<file path="config.mk">
export PLATFORM = sky130hd
export DESIGN_NAME = serial_add_ctrl
export DESIGN_NICKNAME = d
export VERILOG_FILES = /design/src/rtl/serial_add_ctrl.sv
export SDC_FILE = /design/constraint.sdc
export NUM_CORES = 1
export LEC_CHECK = 0
export CORE_UTILIZATION = 50
export CTS_CLUSTER_DIAMETER = 200
export DETAILED_ROUTE_END_ITERATION = 10
export GPL_TIMING_DRIVEN = 0
export PLACE_DENSITY = 0.9
export SKIP_CTS_REPAIR_TIMING = 1
export SLEW_MARGIN = 20
export SYNTH_ARGS = -nofsm -noshare
export SYNTH_HDL_FRONTEND = slang
export SYNTH_SLANG_ARGS = --single-unit
</file>
<file path="constraint.sdc">
create_clock -name CLK -period 2.2 [get_ports CLK]
set_clock_uncertainty 0.2 [all_clocks]
set_input_delay 0.44 -clock CLK [delete_from_list [all_inputs] [get_ports CLK]]
set_output_delay 0.44 -clock CLK [all_outputs]
set_load 0.005 [all_outputs]
</file>
<file path="src/rtl/serial_add_ctrl.sv">
// Nibble-serial add/subtract controller: drives an external 4-bit combinational
// adder one slice per cycle and assembles the W-bit result, carry and overflow.
module serial_add_ctrl #(
    parameter int NIBBLES = 4
) (
    input  logic                   CLK,
    input  logic                   RST,
    input  logic                   START,
    input  logic [4*NIBBLES-1:0]   OPA,
    input  logic [4*NIBBLES-1:0]   OPB,
    input  logic                   SUB,
    output logic                   BUSY,
    output logic                   DONE,
    output logic [4*NIBBLES-1:0]   RESULT,
    output logic                   CARRY,
    output logic                   OVF,
    output logic [3:0]             ADD_A,
    output logic [3:0]             ADD_B,
    output logic                   ADD_CIN,
    input  logic [3:0]             ADD_F,
    input  logic                   ADD_COUT
);

    localparam int W  = 4 * NIBBLES;
    localparam int KW = (NIBBLES > 1) ? $clog2(NIBBLES) : 1;

    typedef enum logic [1:0] {
        IDLE = 2'd0,
        RUN  = 2'd1,
        FIN  = 2'd2
    } state_t;

    state_t          state_r;
    state_t          state_s;
    logic [W-1:0]    a_r;
    logic [W-1:0]    b_r;          // operand B already inverted for subtraction
    logic [KW-1:0]   k_r;
    logic [KW-1:0]   k_nxt_s;
    logic            carry_r;
    logic            last_s;
    logic [3:0]      a_nib_s;
    logic [3:0]      b_nib_s;
    logic [W-1:0]    result_r;
    logic [W-1:0]    result_s;
    logic            carry_out_r;
    logic            ovf_r;
    logic            busy_r;
    logic            done_r;
    logic [3:0]      add_a_r;
    logic [3:0]      add_b_r;
    logic            add_cin_r;

    assign last_s  = (k_r == KW'(NIBBLES - 1));

    assign BUSY    = busy_r;
    assign DONE    = done_r;
    assign RESULT  = result_r;
    assign CARRY   = carry_out_r;
    assign OVF     = ovf_r;
    assign ADD_A   = add_a_r;
    assign ADD_B   = add_b_r;
    assign ADD_CIN = add_cin_r;

    // State register.
    always_ff @(posedge CLK) begin
        if (RST) begin
            state_r <= IDLE;
        end else begin
            state_r <= state_s;
        end
    end

    // Next-state logic.
    always_comb begin
        state_s = state_r;
        case (state_r)
            IDLE: begin
                if (START) begin
                    state_s = RUN;
                end else begin
                    state_s = IDLE;
                end
            end
            RUN: begin
                if (last_s) begin
                    state_s = FIN;
                end else begin
                    state_s = RUN;
                end
            end
            FIN:     state_s = IDLE;
            default: state_s = IDLE;
        endcase
    end

    // Slice selection: operands for the next slice and result with the current slice merged in.
    always_comb begin
        k_nxt_s  = k_r + KW'(1);
        a_nib_s  = 4'h0;
        b_nib_s  = 4'h0;
        result_s = result_r;
        for (int i = 0; i < NIBBLES; i++) begin
            a_nib_s = (k_nxt_s == KW'(i)) ? a_r[4*i +: 4] : a_nib_s;
            b_nib_s = (k_nxt_s == KW'(i)) ? b_r[4*i +: 4] : b_nib_s;
            result_s[4*i +: 4] = (k_r == KW'(i)) ? ADD_F : result_r[4*i +: 4];
        end
    end

    // Operand capture, per-slice write-back and registered adder/status outputs.
    always_ff @(posedge CLK) begin
        if (RST) begin
            a_r         <= {W{1'b0}};
            b_r         <= {W{1'b0}};
            k_r         <= {KW{1'b0}};
            carry_r     <= 1'b0;
            result_r    <= {W{1'b0}};
            carry_out_r <= 1'b0;
            ovf_r       <= 1'b0;
            busy_r      <= 1'b0;
            done_r      <= 1'b0;
            add_a_r     <= 4'h0;
            add_b_r     <= 4'h0;
            add_cin_r   <= 1'b0;
        end else begin
            busy_r <= (state_s != IDLE);
            done_r <= (state_s == FIN);
            case (state_r)
                IDLE: begin
                    if (START) begin
                        a_r       <= OPA;
                        b_r       <= OPB ^ {W{SUB}};
                        k_r       <= {KW{1'b0}};
                        carry_r   <= SUB;
                        add_a_r   <= OPA[3:0];
                        add_b_r   <= OPB[3:0] ^ {4{SUB}};
                        add_cin_r <= SUB;
                    end
                end
                RUN: begin
                    result_r <= result_s;
                    carry_r  <= ADD_COUT;
                    if (last_s) begin
                        // ADD_F[3] is the final RESULT MSB being written this edge
                        k_r         <= {KW{1'b0}};
                        add_a_r     <= 4'h0;
                        add_b_r     <= 4'h0;
                        add_cin_r   <= 1'b0;
                        carry_out_r <= ADD_COUT;
                        ovf_r       <= (a_r[W-1] == b_r[W-1]) && (ADD_F[3] != a_r[W-1]);
                    end else begin
                        k_r       <= k_nxt_s;
                        add_a_r   <= a_nib_s;
                        add_b_r   <= b_nib_s;
                        add_cin_r <= ADD_COUT;
                    end
                end
                FIN: begin
                    k_r <= {KW{1'b0}};
                end
                default: begin
                    k_r <= {KW{1'b0}};
                end
            endcase
        end
    end

endmodule

</file>
==> impl_metrics.py, run 1 <==
metrics = {
    "status": {
        "status": "complete, no violations",
    },
    "routing": {
        "drc": 0,
        "routed_via_density": 5.581,
        "drt-total-wl_um": 7874,
        "ant_nets": 0,
        "route.vias.total": 2690,
        "wl_per_cell_um": 16.34,
        "drtIter0Drc": 181,
        "dr.pass1.iters": 5,
    },
    "logic_synthesis": {
        "synth_xor_area_frac": 0.04665,
        "synth_top_cell_by_area": "dfxtp_1",
        "ys.flop_type": "dfxtp_1",
        "ys_types": 37,
        "ys_seq_area_frac": 0.4332,
        "synth_compound_gate_area_share": 0.1674,
        "synth_warnings": 0,
        "synth_top_family_by_area": "simple AND/OR/NAND/NOR gates",
        "syn_avg_cell_area_um2": 9.159,
        "synth-edff-count": 0,
        "ys_top_cells_by_count": "dfxtp_1, nor2_1, nand2_1, a211oi_1, a21oi_1",
        "muxShareOfSynthArea": 0.07455,
        "synth-simple-area-share": 0.1945,
        "synth-adder-area-share": 0.02082,
        "ys_top_cells_by_area": "dfxtp_1, a211oi_1, mux2i_1",
        "synth_nets": 374,
        "syn_area_mm2": 0.003004,
        "ys_ff_latch": 65,
        "syn_inst": 328,
        "async_reset_ff_frac": 0,
        "synth_top_area_share": 0.4332,
        "synth_most_common_cell": "dfxtp_1",
    },
    "clock_network": {
        "clock_latency_ps": 340,
        "numCtsBuffers": 9,
        "cts-root-buf": "clkbuf_8",
        "clockBufferDepth": 2,
        "cts_max_level": 3,
        "cts.reportedPaths.clkPinSlew_ps": 70,
        "cts_tree": "yes",
        "cts.sinks": 65,
    },
    "floorplan": {
        "die-width_um": 79.51,
        "dieArea_mm2": 0.006322,
        "start_util": 0.5325,
        "num_io_pins": 70,
        "core_area_mm2": 0.005642,
        "num_rows": 27,
        "fp.dieH_um": 79.51,
    },
    "worst_setup_path": {
        "start_kind": "flop",
        "crit_arrival_ps": 2090,
        "cp.required_ps": 2240,
        "end_kind": "flop",
        "crit_path_start": "k_r[0]$_SDFFE_PP0P_",
        "worstSetupPathType": "reg -> reg",
        "cp_max_fo": 10,
        "timing.rr.start": "k_r[0]$_SDFFE_PP0P_",
    },
    "sta": {
        "worst_pin_slew_ps": 567.8,
        "holdWs_ps": 259.0,
        "fin_crit_sh": 0.9322,
        "relSlewSlack": 0.6215,
        "setup_viol": 0,
        "rsz0062_at_grt": "no",
        "hold_viol": 0,
        "fmax_mhz": 487.6,
        "setup_ws_ps": 149.1,
        "finalSetupTns_ps": 0,
        "final-max-slew-violation-count": 0,
        "period_needed_ps": 2051,
    },
    "worst_hold_path": {
        "hp-start": "a_r[0]$_SDFFE_PP0P_",
        "min_path_type": "reg -> reg",
    },
    "finish": {
        "multi_input_area_mm2": 0.001514,
        "drive_above_1_share": 0.1024,
        "ff_latch_area_mm2": 0.001301,
        "n_fill_cell": 414,
        "syn2layout_area_growth_pct": 32.24,
        "layout.nets": 453,
        "diodes": 0,
    },
    "placement": {
        "gp_congestion": 0.8615,
        "dp_hpwl_um": 5489,
        "post-place-ws_ps": -116.8,
        "portBuffers": 68,
    },
    "power_and_ir_drop": {
        "powerDensity_mw_per_mm2": 704.2,
        "p_leak_nw": 1.668,
        "power_mw": 2.797,
        "irDropWorstVdd_v": 0.0004021,
    },
    "grt": {
        "antenna_found_initial": 0,
        "grt_max_degree": 11,
        "grt_pass1_vias": 2721,
        "grt_pass1_wl_um": 13030,
        "grtUsageTotal": 0.2710,
        "grt.overflow.total": 0,
    },
    "flow_run": {
        "maxCapViolCount": 0,
    },
}
kinds of logic (layout without fill, tap and decap cells):
group           Yosys count  count (layout)
xor+xnor                 16              16
simple gates            110             110
fa+ha+maj                 5               5
buf+inv                  35             117
compound gates           75              75
mux                      22              22
flops                    65              65
state kept, by name, summed over array words and instances, names as in the netlist:
name and flops:
ADD_A 4, ADD_B 4, ADD_CIN 1, BUSY 1
CARRY 1, DONE 1, OVF 1, RESULT 16
a_r 16, b_r 16, k_r 2, state_r 2
cells in the final DEF (no fill, tap or decap), drive strengths merged:
cell type      instances
a211oi                28
a21o                   8
a21oi                 21
a221oi                 4
a31oi                  2
and2b                  1
and3b                  9
buf                   20
bufinv                 2
clkbuf                15
clkdlybuf4s50         68
clkinv                 2
dfxtp                 65
ha                     5
inv                   10
mux2                   3
mux2i                 19
nand2                 33
nand2b                 8
nand3                  1
nand3b                 4
nor2                  36
nor2b                  5
nor3                   6
nor3b                  6
o21ai                  7
o21ba                  1
o32ai                  4
or3b                   1
xnor2                 15
xor2                   1
through the flow:
step,std cells,cell area [um^2],utilization
after global routing,482,3973,0.7041
after CTS,482,3973,0.7041
final,482,3973,0.7041
after detailed placement,468,3775,0.6691
after floorplan,328,3004,-
after global placement,468,3775,0.6691
layout make-up:
class | count | share of cell area
multi-input cells | 228 | 0.3811
clock buffers | 10 | 0.03213
plain buffers | 25 | 0.03811
clock inverters | 4 | 0.01764
well taps | 72 | 0.02268
flip-flops and latches | 65 | 0.3276
repair buffers | 68 | 0.1713
inverters | 10 | 0.009449
critical path: stages, from the launching register on:
cell and delay, ps:
dfxtp_1 400, inv_1 110, ha_1 210, buf_6 150
nor3b_4 420, a211oi_1 140, o32ai_1 320
routing by layer:
layer | share of wire | global-route usage
met1 | 0.43 | 0.3338
met2 | 0.48 | 0.4444
met3 | 0.060 | 0.05600
met4 | 0.030 | 0.1382
met5 | 0 | 0
final timing paths:
kind / end / slack [ps] / depth (start not counted)
min reg2reg: a_r[0]$_SDFFE_PP0P_ / 260 / 2
max reg2reg: ADD_B[3]$_SDFFE_PP0P_ / 150 / 6
min: a_r[0]$_SDFFE_PP0P_ / 260 / 2
max: ADD_B[3]$_SDFFE_PP0P_ / 150 / 6
report_power, final:
group          leakage (nW)  total (mW)  internal [mW]  switching, mW
sequential            0.533        1.29           1.24         0.0413
combinational          1.03       0.440          0.232          0.208
clock                 0.102        1.07          0.622          0.449
total                  1.67        2.80           2.10          0.698
Power figures use the tool's default switching activity.
==> run 2: changes to the inputs <==
--- a/config.mk
+++ b/config.mk
@@ -5,11 +5,13 @@
 export SDC_FILE = /design/constraint.sdc
 export NUM_CORES = 1
 export LEC_CHECK = 0
-export CORE_UTILIZATION = 50
+export ABC_AREA = 1
+export CORE_MARGIN = 2
+export CORE_UTILIZATION = 49
 export CTS_CLUSTER_DIAMETER = 200
 export DETAILED_ROUTE_END_ITERATION = 10
 export GPL_TIMING_DRIVEN = 0
-export PLACE_DENSITY = 0.9
+export PLACE_DENSITY = 0.89
 export SKIP_CTS_REPAIR_TIMING = 1
 export SLEW_MARGIN = 20
 export SYNTH_ARGS = -nofsm -noshare
==> constraint.sdc (replaced) <==
create_clock -name CLK -period 2.35 [get_ports CLK]
set_clock_uncertainty 0.2 [all_clocks]
set_input_delay 0.47 -clock CLK [delete_from_list [all_inputs] [get_ports CLK]]
set_output_delay 0.47 -clock CLK [all_outputs]
set_load 0.005 [all_outputs]
==> run 2 against run 1 <==
Synthesized cell count grew 25%. Area after synthesis decreased by 2.0%. Hold slack better by 4.8 ps. Sequential cell count unchanged. Largest power group unchanged. Register-to-register slack better by 370 ps. Highest routed layer unchanged. Utilization is 3.6 points lower. Routed wire length is 3.9% higher. Non-clock buffer count fell by 4.
==> impl_metrics.py, run 2 <==
metrics = {
    "status": {
        "status": "complete, no violations",
    },
    "grt": {
        "grt_pass1_wl_um": 13230,
        "grt_pass1_vias": 3075,
        "grtUsageTotal": 0.2631,
        "antenna_found_initial": 0,
        "grt.overflow.total": 0,
        "grt_max_degree": 11,
    },
    "logic_synthesis": {
        "synth_top_area_share": 0.4420,
        "ys_top_cells_by_count": "nand2_1, dfxtp_1, a21oi_1, nor2_1, nand3_1",
        "syn_area_mm2": 0.002944,
        "synth_xor_area_frac": 0.03570,
        "syn_avg_cell_area_um2": 7.181,
        "synth_nets": 456,
        "synth_compound_gate_area_share": 0.1747,
        "synth-edff-count": 0,
        "muxShareOfSynthArea": 0,
        "ys_seq_area_frac": 0.4420,
        "synth-adder-area-share": 0.02125,
        "synth_warnings": 0,
        "synth_top_cell_by_area": "dfxtp_1",
        "ys_ff_latch": 65,
        "synth-simple-area-share": 0.2439,
        "synth_most_common_cell": "nand2_1",
        "synth_top_family_by_area": "simple AND/OR/NAND/NOR gates",
        "ys.flop_type": "dfxtp_1",
        "syn_inst": 410,
        "ys_types": 22,
        "ys_top_cells_by_area": "dfxtp_1, nand2_1, a21oi_1",
        "async_reset_ff_frac": 0,
    },
    "floorplan": {
        "dieArea_mm2": 0.006645,
        "num_rows": 28,
        "num_io_pins": 70,
        "fp.dieH_um": 81.52,
        "start_util": 0.5032,
        "core_area_mm2": 0.005851,
        "die-width_um": 81.52,
    },
    "clock_network": {
        "clock_latency_ps": 350,
        "cts.sinks": 65,
        "clockBufferDepth": 2,
        "cts_tree": "yes",
        "cts.reportedPaths.clkPinSlew_ps": 70,
        "numCtsBuffers": 9,
        "cts_max_level": 3,
        "cts-root-buf": "clkbuf_8",
    },
    "finish": {
        "final_cells": 569,
        "drive_above_1_share": 0.07895,
        "final_cell_mix": "nand2_1, clkdlybuf4s50_1, dfxtp_1",
        "n_fill_cell": 469,
        "layout.nets": 535,
        "syn2layout_area_growth_pct": 32.72,
        "multi_input_area_mm2": 0.001400,
        "ff_latch_area_mm2": 0.001301,
        "final_common_cell": "nand2_1",
        "diodes": 0,
    },
    "sta": {
        "finalSetupTns_ps": 0,
        "period_needed_ps": 1915,
        "fmax_mhz": 522.2,
        "rsz0062_at_grt": "no",
        "setup_viol": 0,
        "worst_pin_slew_ps": 464.0,
        "relSlewSlack": 0.6907,
        "fin_crit_sh": 0.8149,
        "final-max-slew-violation-count": 0,
        "hold_viol": 0,
    },
    "routing": {
        "drc": 0,
        "dr.pass1.iters": 5,
        "route.vias.total": 3072,
        "drt-total-wl_um": 8180,
        "wl_per_cell_um": 14.38,
        "routed_via_density": 5.399,
        "drtIter0Drc": 236,
        "ant_nets": 0,
    },
    "worst_setup_path": {
        "path_cells": "clkdlybuf4s50_1",
        "crit_path_start": "ADD_CIN$_SDFFE_PP0P_",
        "end_kind": "output port",
        "crit_arrival_ps": 1250,
        "cp_slowest_cell": "clkdlybuf4s50_1",
        "timing.rr.start": "k_r[0]$_SDFFE_PP0P_",
        "worstSetupPathType": "reg -> out",
        "r2r_end": "RESULT[11]$_SDFFE_PP0P_",
        "cp_max_fo": 2,
        "reg2reg_slack_ps": 520,
        "r2r_cells": 6,
        "cpLargestDelayFamily": "buffers and inverters",
        "critical-path-max-stage-delay_ps": 550,
        "cp-endpoint": "ADD_CIN",
        "critical_path_depth": 1,
        "start_kind": "flop",
        "worst-path-buf-inv": 1,
        "cp.required_ps": 1680,
    },
    "power_and_ir_drop": {
        "seqPwrFrac": 0.462,
        "p_sw_frac": 0.2741,
        "powerDensity_mw_per_mm2": 674.3,
        "p_comb_frac": 0.187,
        "p_int_mw": 1.913,
        "power_mw": 2.635,
        "p_sw_uw": 722.3,
        "p_leak_nw": 1.660,
        "irDropWorstVdd_v": 0.0003916,
        "p_clk_frac": 0.351,
    },
    "flow_run": {
        "maxCapViolCount": 0,
    },
    "worst_hold_path": {
        "min_path_type": "reg -> reg",
        "min_delay_path_depth": 2,
    },
    "placement": {
        "place_inst": 553,
        "gp_congestion": 0.9060,
        "dp_hpwl_um": 5847,
        "portBuffers": 68,
    },
}
-- run 2: final cells by class --
| cell class | count | area share |
|---|---|---|
| Clock inverter | 3 | 0.01025 |
| Multi-Input combinational cell | 293 | 0.3583 |
| Tap cell | 75 | 0.02402 |
| Sequential cell | 65 | 0.3330 |
| Inverter | 31 | 0.02978 |
| Clock buffer | 13 | 0.03810 |
| Timing Repair Buffer | 68 | 0.1742 |
| Buffer | 21 | 0.03234 |
-- run 2: kinds of logic (layout without fill, tap and decap cells) --
group,count (synthesis),after routing
XOR/XNOR,12,12
adder cells (fa/ha/maj),5,5
flip-flops,65,65
AO/OA/AOI/OAI,100,100
AND/OR/NAND/NOR,176,176
buffers and inverters,52,136
-- run 2: worst min-delay path by stage --
stage          slack [ps]           startpoint             endpoint
2_1_floorplan         230  a_r[7]$_SDFFE_PP0P_  a_r[7]$_SDFFE_PP0P_
3_3_place_gp          240  a_r[7]$_SDFFE_PP0P_  a_r[7]$_SDFFE_PP0P_
3_5_place_dp          250  a_r[7]$_SDFFE_PP0P_  a_r[7]$_SDFFE_PP0P_
4_1_cts               260  a_r[7]$_SDFFE_PP0P_  a_r[7]$_SDFFE_PP0P_
5_1_grt               290  a_r[4]$_SDFFE_PP0P_  a_r[4]$_SDFFE_PP0P_
6_report              260  a_r[4]$_SDFFE_PP0P_  a_r[4]$_SDFFE_PP0P_
-- run 2: power groups by stage --
| stage | clock (mW) | combinational (mW) | sequential, mW |
|---|---|---|---|
| after global routing | 0.974 | 0.542 | 1.22 |
| after detailed placement | 0 | 0.476 | 1.24 |
| after floorplan | 0 | 0.277 | 1.23 |
| after CTS | 0.926 | 0.482 | 1.22 |
| after global placement | 0 | 0.461 | 1.24 |
| final | 0.925 | 0.491 | 1.22 |
-- run 2: through the flow --
step                      hold WS (ps)  cell area [um^2]  utilization  setup slack (ps)
final                            263.8              3908       0.6679             435.0
after global routing             288.0              3908       0.6679             366.5
after CTS                        262.1              3908       0.6679             453.6
after detailed placement         251.8              3719       0.6356             304.4
after global placement           241.5              3719       0.6356             321.9
after floorplan                  230.0              2944            -             845.9
-- run 2: layer usage --
metal / part of all wire / wire length [um] / up-vias / global-route usage
li1: - / - / 1481 / -
met1: 0.40 / 3265 / 1386 / 0.2907
met2: 0.48 / 3902 / 172 / 0.4418
met3: 0.082 / 672 / 33 / 0.08132
met4: 0.042 / 340 / 0 / 0.1593
met5: 0 / 0 / - / 0
